--- src/rtl/pipeline_hazard_ctrl_pkg.sv ---
// Shared encodings for the hazard controller: ID-stage PC source selects and FSM states.
package pipeline_hazard_ctrl_pkg;

  localparam logic [2:0] PCSRC_PC4 = 3'd0;
  localparam logic [2:0] PCSRC_BR  = 3'd1;
  localparam logic [2:0] PCSRC_J   = 3'd2;
  localparam logic [2:0] PCSRC_JR  = 3'd3;
  localparam logic [2:0] PCSRC_IRQ = 3'd4;
  localparam logic [2:0] PCSRC_EXC = 3'd5;

  localparam int NUM_CNT = 3;

  typedef enum logic {
    ST_IDLE   = 1'b0,
    ST_STALL2 = 1'b1
  } state_t;

endpackage

--- src/rtl/pipeline_hazard_ctrl_sat_counter.sv ---
// Saturating event counter: synchronous clear wins over increment, holds at all-ones.
module sat_counter #(
  parameter int CNT_W = 32
) (
  input  logic             clk,
  input  logic             reset,
  input  logic             inc,
  input  logic             clr,
  output logic [CNT_W-1:0] q
);

  logic [CNT_W-1:0] q_reg;

  always_ff @(posedge clk or negedge reset) begin
    if (!reset) begin
      q_reg <= '0;
    end else if (clr) begin
      q_reg <= '0;
    end else if (inc && !(&q_reg)) begin
      q_reg <= q_reg + 1'b1;
    end
  end

  assign q = q_reg;

endmodule

--- src/rtl/pipeline_hazard_ctrl.sv ---
// Stall/flush/interrupt-entry control for the 5-stage core, sitting beside the ID stage.
// Outputs are combinational from the FSM state and the current ID/EX view.
module pipeline_hazard_ctrl
  import pipeline_hazard_ctrl_pkg::*;
#(
  parameter int CNT_W = 32
) (
  input  logic             clk,
  input  logic             reset,
  input  logic [4:0]       ID_Rs,
  input  logic [4:0]       ID_Rt,
  input  logic             ID_UsesRt,
  input  logic [2:0]       ID_PCSrc,
  input  logic             ID_Kernel,
  input  logic             EX_MemRead,
  input  logic             EX_RegWrite,
  input  logic [4:0]       EX_WrReg,
  input  logic             EX_BranchTaken,
  input  logic             irq,
  input  logic             clr_cnt,
  output logic             keep_PC,
  output logic             stall_IF2ID,
  output logic             flush_IF2ID,
  output logic             flush_ID2EX,
  output logic             irq_take,
  output logic [CNT_W-1:0] stall_cnt,
  output logic [CNT_W-1:0] flush_cnt,
  output logic [CNT_W-1:0] irq_cnt
);

  state_t state_reg, state_next;
  logic   irq_pend_reg, irq_pend_next;
  logic   irq_q_reg;

  logic ex_dst_valid;
  logic rs_match;
  logic load_use;
  logic jr_dep;
  logic jr_alu;
  logic is_jump;

  assign ex_dst_valid = (EX_WrReg != 5'd0);
  assign rs_match     = (EX_WrReg == ID_Rs);
  assign load_use     = EX_MemRead && ex_dst_valid &&
                        (rs_match || (ID_UsesRt && (EX_WrReg == ID_Rt)));
  assign jr_dep       = (ID_PCSrc == PCSRC_JR) && ex_dst_valid && rs_match;
  assign jr_alu       = jr_dep && EX_RegWrite && !EX_MemRead;
  assign is_jump      = (ID_PCSrc == PCSRC_J) || (ID_PCSrc == PCSRC_JR);

  always_comb begin
    keep_PC     = 1'b0;
    stall_IF2ID = 1'b0;
    flush_IF2ID = 1'b0;
    flush_ID2EX = 1'b0;
    irq_take    = 1'b0;
    state_next  = ST_IDLE;
    if (!reset) begin
      state_next = ST_IDLE;
    end else if (EX_BranchTaken) begin
      flush_IF2ID = 1'b1;
      flush_ID2EX = 1'b1;
    end else if (state_reg == ST_STALL2) begin
      keep_PC     = 1'b1;
      stall_IF2ID = 1'b1;
      flush_ID2EX = 1'b1;
    end else if (load_use || jr_alu) begin
      keep_PC     = 1'b1;
      stall_IF2ID = 1'b1;
      flush_ID2EX = 1'b1;
      // jr on a loaded register needs the load result, two cycles away
      if (load_use && jr_dep) begin
        state_next = ST_STALL2;
      end
    end else if (is_jump) begin
      flush_IF2ID = 1'b1;
    end else if (irq_pend_reg && !ID_Kernel && (ID_PCSrc == PCSRC_PC4)) begin
      irq_take    = 1'b1;
      flush_IF2ID = 1'b1;
    end
  end

  // A new edge arriving in the same cycle as a take keeps the request pending
  assign irq_pend_next = (irq_pend_reg && !irq_take) || (irq && !irq_q_reg);

  always_ff @(posedge clk or negedge reset) begin
    if (!reset) begin
      state_reg    <= ST_IDLE;
      irq_pend_reg <= 1'b0;
      irq_q_reg    <= 1'b0;
    end else begin
      state_reg    <= state_next;
      irq_pend_reg <= irq_pend_next;
      irq_q_reg    <= irq;
    end
  end

  logic [NUM_CNT-1:0] cnt_inc;
  logic [CNT_W-1:0]   cnt_q [NUM_CNT];

  assign cnt_inc[0] = keep_PC;
  assign cnt_inc[1] = flush_IF2ID || flush_ID2EX;
  assign cnt_inc[2] = irq_take;

  generate
    for (genvar gi = 0; gi < NUM_CNT; gi++) begin : g_cnt
      sat_counter #(
        .CNT_W(CNT_W)
      ) u_cnt (
        .clk  (clk),
        .reset(reset),
        .inc  (cnt_inc[gi]),
        .clr  (clr_cnt),
        .q    (cnt_q[gi])
      );
    end
  endgenerate

  assign stall_cnt = cnt_q[0];
  assign flush_cnt = cnt_q[1];
  assign irq_cnt   = cnt_q[2];

endmodule

--- config.mk ---
export PLATFORM = sky130hd
export DESIGN_NAME = pipeline_hazard_ctrl
export DESIGN_NICKNAME = d
export VERILOG_FILES = /design/src/rtl/pipeline_hazard_ctrl_pkg.sv /design/src/rtl/pipeline_hazard_ctrl_sat_counter.sv /design/src/rtl/pipeline_hazard_ctrl.sv
export SDC_FILE = /design/constraint.sdc
export NUM_CORES = 1
export LEC_CHECK = 0
export BUFFER_PORTS_ARGS = -buffer_cell sky130_fd_sc_hd__clkbuf_2
export CAP_MARGIN = 10
export CORE_MARGIN = 2
export CORE_UTILIZATION = 45
export CTS_CLUSTER_SIZE = 14
export DETAILED_ROUTE_END_ITERATION = 8
export PLACE_DENSITY_LB_ADDON = 0.3
export SLEW_MARGIN = 20
export SYNTH_ARGS = -nofsm -noshare
export SYNTH_HDL_FRONTEND = slang
export SYNTH_SLANG_ARGS = --single-unit
--- constraint.sdc ---
create_clock -name clk -period 3.5 [get_ports clk]
set_input_delay 0.35 -clock clk [delete_from_list [all_inputs] [get_ports clk]]
set_output_delay 0.35 -clock clk [all_outputs]
set_load 0.005 [all_outputs]
# Yosys cells after proc, flatten, opt, wreduce, memory -nomap -nowiden
# Index checks and enable logic that the tools add are counted.
# Widths: inputs -> output; s select.
[classes]
n_eq_ne = 4
n_shift = 0
reduce_logical = 35
div = 0
n_lt_le_gt_ge = 0
n_addsub = 3
n_mul = 0
n_bitwise = 0
mux = 28
[op_table]
columns = ["operator", "count"]
rows = [
  ["$mux 32", 6],
  ["$add 32x1->32 const B", 3],
  ["$reduce_and 32->1", 3],
  ["$mux 1", 22],
  ["$logic_and 1x1->1", 15],
  ["$eq 5x5->1", 2],
  ["$logic_not 1->1", 7],
  ["$eq 3x2->1 const B", 2],
  ["$reduce_bool 2->1", 3],
  ["$logic_or 1x1->1", 5],
  ["$reduce_bool 5->1", 1],
  ["$logic_not 3->1", 1],
]
[word_totals]
ram_bits = 0
n_memories = 0
wordCells = 76
latch_bits = 0
reg_bits = 99
rom_bits = 0
output_inout_bits = 101

# Longest topological paths before layout
[logic_depth]
depth_word = 14
mapped_depth = 9

# Modules after synthesis
# A second synthesis with hierarchy kept.
[unflattened]
hier_cells = 616
hier_area_um2 = 5965.7
[modules_own_cells]
columns = ["mod", "cells_per_inst", "area_per_inst_um2", "instances"]
rows = [
  ["sat_counter", 190, 1865.5, 3],
  ["pipeline_hazard_ctrl", 46, 369.1, 1],
]

# Worst setup path after synthesis
# Ideal clock, no wire load.
[synth_path]
kind = "input port to flip-flop"
startpoint = "input EX_WrReg[4]"
endpoint = "register g_cnt[0].u_cnt.q_reg[27]"
arrival_time_ns = 2.047
slack_ns = 1.326
required_time_ns = 3.372
cell_stages = 8
n_path_buf = 1
path_cell_list = "xor2_1 > nor4_2 > a32oi_1 > o21ai_1 > buf_4 > nand4_2 > nor4_1 > mux2_1"
[synth_between]
elab_chain_len = 12
word_cells_on_any_way = 18
classes_between = "2 x eq/ne; 4 x mux; 12 x reduce/logical"
[synth_rtl]
columns = ["element", "line", "rtl"]
rows = [
  ["start: declaration", "pipeline_hazard_ctrl.sv:17", "input logic [4:0] EX_WrReg,"],
  ["$reduce_bool 5->1", "pipeline_hazard_ctrl.sv:42", "assign ex_dst_valid = (EX_WrReg != 5'd0);"],
  ["$logic_and 1x1->1 (2 in a row)", "pipeline_hazard_ctrl.sv:46", "assign jr_dep = (ID_PCSrc == PCSRC_JR) && ex_dst_valid && rs_match;"],
  ["$logic_and 1x1->1 (2 in a row)", "pipeline_hazard_ctrl.sv:47", "assign jr_alu = jr_dep && EX_RegWrite && !EX_MemRead;"],
  ["$logic_or 1x1->1 (*)", "pipeline_hazard_ctrl.sv:66", "end else if (load_use || jr_alu) begin"],
  ["$mux 1 (*)", "pipeline_hazard_ctrl.sv:66", ""],
  ["$mux 1 (*)", "pipeline_hazard_ctrl.sv:62", "end else if (state_reg == ST_STALL2) begin"],
  ["$mux 1 (*)", "pipeline_hazard_ctrl.sv:59", "end else if (EX_BranchTaken) begin"],
  ["$mux 1 (*)", "pipeline_hazard_ctrl.sv:57", "if (!reset) begin"],
  ["$logic_and 1x1->1 (*)", "pipeline_hazard_ctrl_sat_counter.sv:19", "end else if (inc && !(&q_reg)) begin"],
  ["$reduce_bool 2->1 (no source line) (*)", "n/a", ""],
  ["end signal: assignment", "pipeline_hazard_ctrl_sat_counter.sv:20", "q_reg <= q_reg + 1'b1;"],
  ["end: declaration", "pipeline_hazard_ctrl_sat_counter.sv:12", "logic [CNT_W-1:0] q_reg;"],
]
# Mark *: on every way between the ends. The rest lies on a longest branch, timed or not.
# A chain may end at the register's enable or synchronous reset.

# Worst setup path in the final report
[layout_path]
startpoint = "register g_cnt[0].u_cnt.q_reg[3]"
endpoint = "register g_cnt[0].u_cnt.q_reg[23]"
[layout_between]
elab_chain_len = 4
word_cells_on_any_way = 7
classes_between = "1 x add/sub; 2 x mux; 4 x reduce/logical"
[layout_rtl]
columns = ["element"]
rows = [
  ["parallel branches: the longest is 4 deep, another holds $add 32x1->32"],
]
# Several ways; the timed one is not identified. The select of a mux whose other input is x is not followed.

==> metrics.txt <==
largest net degree at the start of global routing=58; clk_lat worst skew=0.35 ns; Post-synth EDFFs=0; Netlist cell types=49; first-pass GRT wire length=23300 um; critical path class=flop to flop; post-route antenna net violation count=0; Worst setup EP type=flop; DRC=0; Slew Viols, Final=0; Clock Tree Root=clkbuf_16; Post-CTS Hold Fix Bufs=1; GR Overflow Total=0; vias per cell=5.72; Max-slew headroom=28.2%; RePlAce Congestion=0.902; asr flop ratio synth=100%; CTS tree=done; FP Rows=40; DP Area=0.00629 mm^2; Largest register FFs=96; CTS resizes=0; routed vias=5052; Final #Nets=763; fillers=1094; leakage power=2.95 nW; first-pass detailed-route iteration total=5; Hold WC Path Type=input port to flop; initial antenna violation count=0; Final setup viols=0; core footprint=0.0120 mm^2; Setup Buffers After CTS=0; Top FF cell, synth=dfrtp_1; synth warn=0; pwr dens=343 mW/mm^2; outcome=complete, no violations; die area=0.0131 mm^2; CTS max path bufs=2; vias in the first global route=4748; Final Instance Area=0.00658 mm^2; Worst Clk Skew=0.00766 ns; fin crit period=2.66 ns; maximum clock rate=0.376 GHz; CP Data Arrival Time=2.92 ns; Worst VDD drop=214 uV; antenna cells=0; CP max FO=14; DRT Wirelength=14300 um; htree depth=3; Clock Sinks=99; RSZ-0062 raised after global routing=false; Area Overhead vs Synth=19.7%; Synth top area share=45.1%; wire per inst=16.2 um; Synth Cell Area=0.00550 mm^2; Chip Height=115 um; share of cells above drive strength 1=21.5%; Yosys reg bits=99; max-cap viol count=0; final total power=2.26 mW; I/O Pins=128; final period utilization=76.1%; Post-Synthesis Mean Instance Area=9.03 um^2; top cells by area, synth=dfrtp_1, xor2_1, nor2_1; clock-pin transition on the worst setup and hold timing paths=0.06 ns; Initial Util=46.0%; Worst Setup Start Kind=flop; DP Wirelength=10200 um; worst endpoint required time=3.76 ns; Post-Synthesis Cells=609; syn nets=639; initial DRC count=358; leading area contributor after synthesis=dfrtp_1; total track usage=22.1%; sequential share of the synthesized area=45.1%; Die Wd=115 um; CTS Buf Count=9; I/O Buffers=127; Worst Tran Pin Value=1.08 ns; setup tns final=0 ns; final hold violation count=0
==> synth_stat cells (6+ instances only) <==
| library cell | count |
|---|---|
| and4_1 | 7 |
| or3_1 | 17 |
| nand3_1 | 53 |
| dfrtp_1 | 99 |
| xnor2_1 | 21 |
| nand2_1 | 44 |
| nor2_1 | 94 |
| nor4_1 | 10 |
| clkbuf_1 | 18 |
| o21ai_0 | 14 |
| nand4_1 | 33 |
| nor3_1 | 28 |
| nor2b_1 | 7 |
| a21oi_1 | 16 |
| and2_1 | 9 |
| inv_1 | 6 |
| and3_1 | 13 |
| xor2_1 | 61 |
==> cell usage in the layout (no fill, tap or decap), types with 2 or more instances in the layout <==
cell       instances
o31ai_1            4
nor4b_1            4
xor2_1            61
nor3b_1            2
clkbuf_16          9
clkinv_2           2
nor2_1            94
and2_1             9
inv_1              6
nand3b_1           5
ha_1               3
and4_1             7
nand4_1           33
or4_1              5
nor4_1            10
xnor2_1           21
o21ai_0           14
and3_1            13
a21oi_1           16
nand3_1           53
clkbuf_2         125
mux2_1             4
nor2b_1            7
nor3_1            28
dfrtp_1           99
mux2i_1            2
and4b_1            2
or3_1             17
o21a_1             2
nand2_1           44
nor4_2             2
buf_4             11
==> cells by family (layout without fill, tap and decap cells) <==
family,after synthesis,count (layout),share of synthesized area (%)
AOI/OAI and AO/OA,49,49,5.85
xor gates and xnor gates,82,82,13.1
adders and majority gates,3,3,0.683
buffers and inverters,31,158,2.34
DFF,99,99,45.1
muxes,6,6,1.18
and+or+nand+nor,339,339,31.8
==> per-layer routing <==
metal	track usage (%)	vias up	wire length [um]
met2	34.8	169	6730
met1	29.7	2468	6400
li1	-	2397	-
met5	0	-	0
met4	7.97	0	237
met3	5.35	18	973
==> area by class of cell <==
| class | count | area (um^2) | area share [%] |
|---|---|---|---|
| Multi-Input combinational cell | 479 | 2890 | 43.9 |
| Sequential cell | 99 | 2480 | 37.6 |
| Timing Repair Buffer | 138 | 723 | 11.0 |
| Clock buffer | 11 | 243 | 3.69 |
| Tap cell | 147 | 184 | 2.79 |
| Clock inverter | 3 | 40.0 | 0.608 |
| Inverter | 6 | 22.5 | 0.342 |
==> through the flow <==
stage / utilization (%) / hold WS (ns) / std cells / setup WS, ns
after floorplan: - / 0.0544 / 609 / 1.33
after global placement: 52.6 / 0.176 / 868 / 0.747
after detailed placement: 52.6 / 0.178 / 868 / 0.615
after CTS: 55.0 / 0.132 / 883 / 0.842
after global routing: 55.0 / 0.141 / 883 / 0.594
final: 55.0 / 0.145 / 883 / 0.837
==> power by group <==
group / total [mW] / internal (mW) / switching, mW
combinational: 0.131 / 0.0381 / 0.0929
sequential: 1.15 / 1.15 / 0.00440
clock: 0.977 / 0.564 / 0.414
==> final timing paths <==
check                                     from                    to  slack [ns]  depth (start not counted)
min reg2reg                          irq_q_reg          irq_pend_reg        0.44                          1
min                                        irq             irq_q_reg        0.14                          1
max reg2reg                g_cnt[0].u_cnt.q[3]  g_cnt[0].u_cnt.q[23]        0.84                          6
min in group asynchronous                reset   g_cnt[1].u_cnt.q[6]        0.37                          2
max                        g_cnt[0].u_cnt.q[3]  g_cnt[0].u_cnt.q[23]        0.84                          6
max in group asynchronous                reset  g_cnt[1].u_cnt.q[22]        1.62                          4
==> critical path, stage by stage (launching register included) <==
cell and delay (ns):
dfrtp_1 0.41, nand4_1 0.26, nor3_1 0.51, and4b_1 0.57
nand3b_1 0.46, o21ai_0 0.18, a21oi_1 0.18
Note: power is estimated with default switching activity, not from simulation.
